**config.mk**
```make
export PLATFORM = sky130hd
export DESIGN_NAME = mem_port_arbiter
export DESIGN_NICKNAME = d
export VERILOG_FILES = /design/src/rtl/mem_port_arbiter.sv
export SDC_FILE = /design/constraint.sdc
export NUM_CORES = 1
export LEC_CHECK = 0
export ABC_CLOCK_PERIOD_IN_PS = 6100
export CAP_MARGIN = 20
export CORE_MARGIN = 2
export CORE_UTILIZATION = 40
export DETAILED_ROUTE_END_ITERATION = 7
export PLACE_DENSITY = 0.77
export RECOVER_POWER = 25
export SLEW_MARGIN = 20
export SYNTH_ARGS = -nofsm -noshare
export SYNTH_HDL_FRONTEND = slang
export SYNTH_SLANG_ARGS = --single-unit
```
**constraint.sdc**
```tcl
create_clock -name clk -period 6.1 [get_ports clk]
set_input_delay 0.915 -clock clk [delete_from_list [all_inputs] [get_ports clk]]
set_output_delay 0.915 -clock clk [all_outputs]
set_load 0.1 [all_outputs]
```
**src/rtl/mem_port_arbiter.sv**
```systemverilog
// Arbiter/sequencer sharing one single-port memory between the fetch (I) and
// load/store (D) requesters; one transaction in flight, alternating on contention.
//
// state | meaning
// IDLE  | sample i_req/d_req, register the winner's command
// ISSUE | drive mem_cs for one cycle, pulse the winner's gnt
// WAIT  | MEM_LAT cycles for read data, captured on the last one
// RESP  | pulse the owner's rvalid
module mem_port_arbiter #(
    parameter int ADDR_W  = 32,
    parameter int DATA_W  = 32,
    parameter int MEM_LAT = 2
) (
    input  logic                clk,
    input  logic                rstn,
    input  logic                i_req,
    input  logic [ADDR_W-1:0]   i_addr,
    output logic                i_gnt,
    output logic                i_rvalid,
    output logic [DATA_W-1:0]   i_rdata,
    input  logic                d_req,
    input  logic                d_we,
    input  logic [ADDR_W-1:0]   d_addr,
    input  logic [DATA_W-1:0]   d_wdata,
    input  logic [DATA_W/8-1:0] d_be,
    output logic                d_gnt,
    output logic                d_rvalid,
    output logic [DATA_W-1:0]   d_rdata,
    output logic                mem_cs,
    output logic                mem_we,
    output logic [ADDR_W-1:0]   mem_addr,
    output logic [DATA_W-1:0]   mem_wdata,
    output logic [DATA_W/8-1:0] mem_be,
    input  logic [DATA_W-1:0]   mem_rdata,
    output logic                busy,
    output logic [15:0]         i_cnt,
    output logic [15:0]         d_cnt
);

    localparam int BE_W = DATA_W / 8;

    localparam logic [1:0] S_IDLE  = 2'd0;
    localparam logic [1:0] S_ISSUE = 2'd1;
    localparam logic [1:0] S_WAIT  = 2'd2;
    localparam logic [1:0] S_RESP  = 2'd3;

    localparam logic OWN_I = 1'b0;
    localparam logic OWN_D = 1'b1;

    localparam logic [2:0] LAT_M1 = 3'(MEM_LAT - 1);

    logic [1:0]        state_q,      state_d;
    logic              owner_q,      owner_d;
    logic              last_owner_q, last_owner_d;
    logic              cmd_we_q,     cmd_we_d;
    logic [ADDR_W-1:0] cmd_addr_q,   cmd_addr_d;
    logic [DATA_W-1:0] cmd_wdata_q,  cmd_wdata_d;
    logic [BE_W-1:0]   cmd_be_q,     cmd_be_d;
    logic [2:0]        wait_cnt_q,   wait_cnt_d;
    logic [DATA_W-1:0] i_rdata_q,    i_rdata_d;
    logic [DATA_W-1:0] d_rdata_q,    d_rdata_d;
    logic [15:0]       i_cnt_q,      i_cnt_d;
    logic [15:0]       d_cnt_q,      d_cnt_d;
    logic              pick_d;

    always_comb begin
        state_d      = state_q;
        owner_d      = owner_q;
        last_owner_d = last_owner_q;
        cmd_we_d     = cmd_we_q;
        cmd_addr_d   = cmd_addr_q;
        cmd_wdata_d  = cmd_wdata_q;
        cmd_be_d     = cmd_be_q;
        wait_cnt_d   = wait_cnt_q;
        i_rdata_d    = i_rdata_q;
        d_rdata_d    = d_rdata_q;
        i_cnt_d      = i_cnt_q;
        d_cnt_d      = d_cnt_q;
        pick_d       = d_req & (~i_req | (last_owner_q == OWN_I));

        case (state_q)
            S_IDLE: begin
                if (i_req || d_req) begin
                    state_d = S_ISSUE;
                    if (pick_d) begin
                        owner_d     = OWN_D;
                        cmd_we_d    = d_we;
                        cmd_addr_d  = d_addr;
                        cmd_wdata_d = d_wdata;
                        cmd_be_d    = d_we ? d_be : {BE_W{1'b1}};
                    end else begin
                        // write data is left untouched so mem_wdata stays quiet on fetches
                        owner_d    = OWN_I;
                        cmd_we_d   = 1'b0;
                        cmd_addr_d = i_addr;
                        cmd_be_d   = {BE_W{1'b1}};
                    end
                end
            end
            S_ISSUE: begin
                last_owner_d = owner_q;
                if (owner_q == OWN_D) begin
                    d_cnt_d = d_cnt_q + 16'(d_cnt_q != 16'hFFFF);
                end else begin
                    i_cnt_d = i_cnt_q + 16'(i_cnt_q != 16'hFFFF);
                end
                if (cmd_we_q) begin
                    state_d = S_IDLE;
                end else begin
                    state_d    = S_WAIT;
                    wait_cnt_d = LAT_M1;
                end
            end
            S_WAIT: begin
                if (wait_cnt_q == 3'd0) begin
                    state_d = S_RESP;
                    if (owner_q == OWN_D) begin
                        d_rdata_d = mem_rdata;
                    end else begin
                        i_rdata_d = mem_rdata;
                    end
                end else begin
                    wait_cnt_d = wait_cnt_q - 3'd1;
                end
            end
            default: begin
                state_d = S_IDLE;
            end
        endcase
    end

    always_ff @(posedge clk or negedge rstn) begin
        if (!rstn) begin
            state_q      <= S_IDLE;
            owner_q      <= OWN_I;
            last_owner_q <= OWN_I;
            cmd_we_q     <= 1'b0;
            cmd_addr_q   <= '0;
            cmd_wdata_q  <= '0;
            cmd_be_q     <= '0;
            wait_cnt_q   <= 3'd0;
            i_rdata_q    <= '0;
            d_rdata_q    <= '0;
            i_cnt_q      <= 16'd0;
            d_cnt_q      <= 16'd0;
        end else begin
            state_q      <= state_d;
            owner_q      <= owner_d;
            last_owner_q <= last_owner_d;
            cmd_we_q     <= cmd_we_d;
            cmd_addr_q   <= cmd_addr_d;
            cmd_wdata_q  <= cmd_wdata_d;
            cmd_be_q     <= cmd_be_d;
            wait_cnt_q   <= wait_cnt_d;
            i_rdata_q    <= i_rdata_d;
            d_rdata_q    <= d_rdata_d;
            i_cnt_q      <= i_cnt_d;
            d_cnt_q      <= d_cnt_d;
        end
    end

    assign mem_cs    = (state_q == S_ISSUE);
    assign mem_we    = mem_cs & cmd_we_q;
    assign mem_addr  = cmd_addr_q;
    assign mem_wdata = cmd_wdata_q;
    assign mem_be    = cmd_be_q;
    assign i_gnt     = mem_cs & (owner_q == OWN_I);
    assign d_gnt     = mem_cs & (owner_q == OWN_D);
    assign i_rvalid  = (state_q == S_RESP) & (owner_q == OWN_I);
    assign d_rvalid  = (state_q == S_RESP) & (owner_q == OWN_D);
    assign i_rdata   = i_rdata_q;
    assign d_rdata   = d_rdata_q;
    assign busy      = (state_q != S_IDLE);
    assign i_cnt     = i_cnt_q;
    assign d_cnt     = d_cnt_q;

endmodule
```
[Word-level counts from Yosys, hierarchy flattened]
Cells that the tools add are included.
Storage, ports and cells
  register bits after elaboration: 172
  latch bits: 0
  memory bits (writable): 0
  bits in read-only memories: 0
  bits of input ports: 137
  output and inout port bits: 171
  logic and storage cells: 59
  memories: 0
Cells by class
  add/subtract/negate cells: 3
  $mul: 0
  divide/modulo/power cells: 0
  order comparisons: 0
  eq/ne operators: 9
  shifts and indexed selects: 0
  multiplexer cells: 12
  bitwise gates (word level): 10
  reduce and logical (&&, ||, !) cells: 13
Operator list (count)
  $add A16 B1 Y16: 2
  $mux W32: 1
  $ne A16 B16 Y1 const B: 2
  $reduce_and A3 Y1: 4
  $mux W4: 2
  $ne A2 B2 Y1 const B: 4
  $reduce_and A2 Y1: 4
  $and A1 B1 Y1: 6
  $mux W2: 3
  $mux W3: 2
  $pmux W2 S3: 1
  $pmux W3 S2: 1
  $eq A2 B2 Y1 const B: 2
  $reduce_bool A2 Y1: 2
  $logic_not A3 Y1: 1
  $not A1 Y1: 3
  $sub A3 B1 Y3 const B: 1
  $eq A2 B1 Y1 const B: 1
  $logic_not A2 Y1: 1
  $mux W1: 2
  $logic_or A1 B1 Y1: 1
  $or A1 B1 Y1: 1

[Logic depth before layout (Yosys ltp)]
  word-level depth: 4
  gate-level depth with buffers: 10
  gate-level depth less buffers: 9

[Worst setup path before layout]
Ideal clock, no wire load.
  kind: register to output
  start point: register state_q[1]
  end point: output d_gnt
  data arrival time: 2.651 ns
  required time: 5.185 ns
  path slack: 2.534 ns
  stages on the path, launching flop included: 6
  path buffers: 2
  cells stage by stage: dfrtp_1 > inv_1 > ha_1 > buf_2 > and2_1 > clkbuf_1
On the way
  cells in the longest elaborated chain, start to end: 2
Ends and longest elaborated chain
  start, declared: line 52  | logic [1:0] state_q, state_d;
  start signal, assigned: line 147  | state_q <= state_d;
  $eq A2 B1 Y1: line 162  | assign mem_cs = (state_q == S_ISSUE);
  via mem_cs: line 29  | output logic mem_cs,
  $and A1 B1 Y1: line 168  | assign d_gnt = mem_cs & (owner_q == OWN_D);
  end, declared: line 26  | output logic d_gnt,
The timed path passes the listed nets, and every way through them passes these cells.

==> metrics.cfg <==
[worst_setup_path]
worst-path-buf-inv=2
required_time_reported_for_the_critical_path_endpoint_ns=6.28
cp_slowest_cell=sky130_fd_sc_hd__clkbuf_1
cp-start-kind=primary input
critical_path_arrival_ns=4.27
critical_path.max_fanout=74
setup.worst_path.class=in -> async
crit_path_cell_trace=clkbuf_1 > clkbuf_2
timing.critical_path.to_type=async pin
cpLargestDelayFamily=buffers and inverters
critical-path-max-stage-delay_ns=1.73

[die]
starting_utilization_of_the_core_area=0.410
core_sq_um=18000
chipWidth_microns=140
design.die.area_sq_um=19600
die-height_microns=140
pin_count=308
num_rows=49

[run_status]
violated_checks=max-capacitance violations, max-slew violations
outcome=complete, but fails checks

[global_route]
grt.overflow.total=0
antenna_violations_before_repair=0
grt_pass1_wl_microns=28900
pin_count_of_the_biggest_net_entering_global_routing=75
gr-usage-all-layers=0.185
number_of_global_route_vias_before_repair=5469

[finish]
areaGrowthSynthToFinish_pct=51.2
fillerInstances=1434
final_cells=1095
final_core_util=0.620
antenna_cells=0
finish.net_count=1002
final_layout_size_suffix_gt1_frac=0.166

[placement]
placed_cells_incl_taps=1063
dpl.hpwl_microns=13300
place_congestion=0.793
io_buffers=307

[timing]
timing_max_transition_violations_final=122
tightestPinTransition_ns=2.48
timing.final.crit_share=0.669
unrepaired_setup_endpoints_after_global_routing=no
final.min_clock_period_ns=4.08
maxSlewHeadroom=-0.654
timing.final.hold_violations=0
skew_ns=0.00934
setup_tns_ns=0
final-setup-viol-count=0
max_freq_mhz=245

[yosys]
asyncSetResetFlopFracSynth=1.00
edff_count_synth=0
yosysSeqAreaShare=0.583
synthesis.area_sq_um=7390
net_count_synth=698
postSynthCellCount=549
ys_dominant_reg_cell=sky130_fd_sc_hd__dfrtp_1
synthDistinctLibCells=42
postSynthAreaPerCell_sq_um=13.5
ys_ff_latch=172
yosys_warnings=0

[clock_network]
cts-buffers-inserted=17
cts_hold_buf=0
post-cts-setup-buffer-count=0
clkSlewWorstSetupHoldPaths_ns=0.06
clock_tree.buffer_depth=2
post_cts_resize_count=0
clkLatencyLatePin_ns=0.42
cts.root.buffer_cell=sky130_fd_sc_hd__clkbuf_16
tritoncts_clock_tree=done
ctsHtreeMaxLevel=4
numClockSinks=172

[detailed_routing]
dr.first_iter.drc_count=129
detail_route.wirelength_microns=18100
route.vias.total=5263
firstDrtPassIters=4
route.detailed.drc=0
drtAntennaViolNets=0
route.detailed.wl_per_inst_microns=16.5
per_cell_via_count_in_the_routed_design=4.81

[worst_hold_path]
hold_path_class=reg -> reg

[job]
max_cap_viol_count=2

cells by family after synthesis:
family	Yosys count	share of synthesized area
AOI/OAI and AO/OA	49	0.0362
DFF	172	0.583
xor gates and xnor gates	28	0.0332
buffers and inverters	36	0.0335
and+or+nand+nor	117	0.0788
muxes	135	0.215
adders and majority gates	12	0.0203
cells in the mapped netlist, types with 2 or more instances:
cell | count | area (sq um)
sky130_fd_sc_hd__buf_12 | 3 | 60.1
sky130_fd_sc_hd__mux2_2 | 69 | 777
sky130_fd_sc_hd__xnor2_1 | 19 | 166
sky130_fd_sc_hd__o21ai_0 | 38 | 190
sky130_fd_sc_hd__dfrtp_1 | 172 | 4300
sky130_fd_sc_hd__a31oi_1 | 2 | 12.5
sky130_fd_sc_hd__nor2_1 | 10 | 37.5
sky130_fd_sc_hd__nor2b_1 | 4 | 25.0
sky130_fd_sc_hd__ha_1 | 12 | 150
sky130_fd_sc_hd__and3_1 | 5 | 31.3
sky130_fd_sc_hd__buf_6 | 5 | 56.3
sky130_fd_sc_hd__and2_1 | 5 | 31.3
sky130_fd_sc_hd__clkbuf_1 | 6 | 22.5
sky130_fd_sc_hd__nor3_1 | 3 | 15.0
sky130_fd_sc_hd__buf_4 | 4 | 30.0
sky130_fd_sc_hd__or2_1 | 2 | 12.5
sky130_fd_sc_hd__inv_1 | 9 | 33.8
sky130_fd_sc_hd__mux2_4 | 30 | 450
sky130_fd_sc_hd__nand3_1 | 16 | 80.1
sky130_fd_sc_hd__mux2_1 | 2 | 22.5
sky130_fd_sc_hd__nand2_1 | 51 | 191
sky130_fd_sc_hd__xor2_1 | 9 | 78.8
sky130_fd_sc_hd__mux2i_1 | 34 | 340
sky130_fd_sc_hd__buf_2 | 9 | 45.0
sky130_fd_sc_hd__nand4_1 | 12 | 75.1
sky130_fd_sc_hd__a21oi_1 | 2 | 10.0
layer usage:
metal | track usage | vias up | routed length, microns
met5 | 0 | - | 0
met3 | 0.0721 | 28 | 1560
li1 | - | 2511 | -
met2 | 0.306 | 212 | 8670
met1 | 0.222 | 2512 | 7430
met4 | 0.0668 | 0 | 409
through the flow:
step / hold slack [ns] / setup WS (ns) / cell area [sq um]
2_1_floorplan: 0.480 / 2.53 / 7390
3_3_place_gp: 0.460 / 2.61 / 10600
3_5_place_dp: 0.469 / 2.52 / 10600
4_1_cts: 0.418 / 2.06 / 11200
5_1_grt: 0.506 / 1.22 / 11200
6_report: 0.480 / 2.02 / 11200
sequential cells by signal, summed over array words and instances, names as in the netlist:
register      cells
cmd_we_q          1
mem_wdata        32
state_q           2
i_rdata          32
owner_q           1
i_cnt            16
wait_cnt_q        3
d_cnt            16
last_owner_q      1
mem_addr         32
d_rdata          32
mem_be            4
placed cells by master, fill, tap and decap left out, types with 3 or more instances in the layout:
cell / n
sky130_fd_sc_hd__and2_1: 4
sky130_fd_sc_hd__and3_1: 5
sky130_fd_sc_hd__buf_4: 3
sky130_fd_sc_hd__clkbuf_1: 4
sky130_fd_sc_hd__clkbuf_16: 17
sky130_fd_sc_hd__clkdlybuf4s50_1: 306
sky130_fd_sc_hd__clkinvlp_4: 4
sky130_fd_sc_hd__dfrtp_1: 172
sky130_fd_sc_hd__ha_1: 12
sky130_fd_sc_hd__inv_1: 9
sky130_fd_sc_hd__inv_6: 3
sky130_fd_sc_hd__mux2_2: 69
sky130_fd_sc_hd__mux2_4: 30
sky130_fd_sc_hd__mux2i_1: 34
sky130_fd_sc_hd__nand2_1: 51
sky130_fd_sc_hd__nand3_1: 15
sky130_fd_sc_hd__nand4_1: 12
sky130_fd_sc_hd__nor2_1: 10
sky130_fd_sc_hd__nor2b_1: 4
sky130_fd_sc_hd__nor3_1: 3
sky130_fd_sc_hd__o21ai_0: 37
sky130_fd_sc_hd__xnor2_1: 19
sky130_fd_sc_hd__xor2_1: 9
layout make-up:
cell class                      count  area, sq um  area share
Clock inverter                     11          133      0.0119
Sequential cell                   172         4300       0.385
Clock buffer                       21          450      0.0403
Tap cell                          229          287      0.0257
Timing Repair Buffer              312         3100       0.277
Inverter                            9         33.8     0.00302
Multi-Input combinational cell    341         2860       0.256
worst paths after layout:
check	slack, ns	depth (start not counted)	from	to
min in group asynchronous	1.26	1	rstn	i_rdata[28]
worst min register to register	0.48	2	mem_addr[8]	mem_addr[8]
max in group clk	2.09	4	state_q[1]	i_gnt
worst max register to register	3.67	9	d_cnt[6]	d_cnt[10]
worst min-delay path	0.48	2	mem_addr[8]	mem_addr[8]
worst max-delay path	2.02	2	rstn	d_rdata[17]
Power is left out: the tool's default activity adds up to more than one toggle a clock period on the data nets, which glitch-free logic cannot reach.
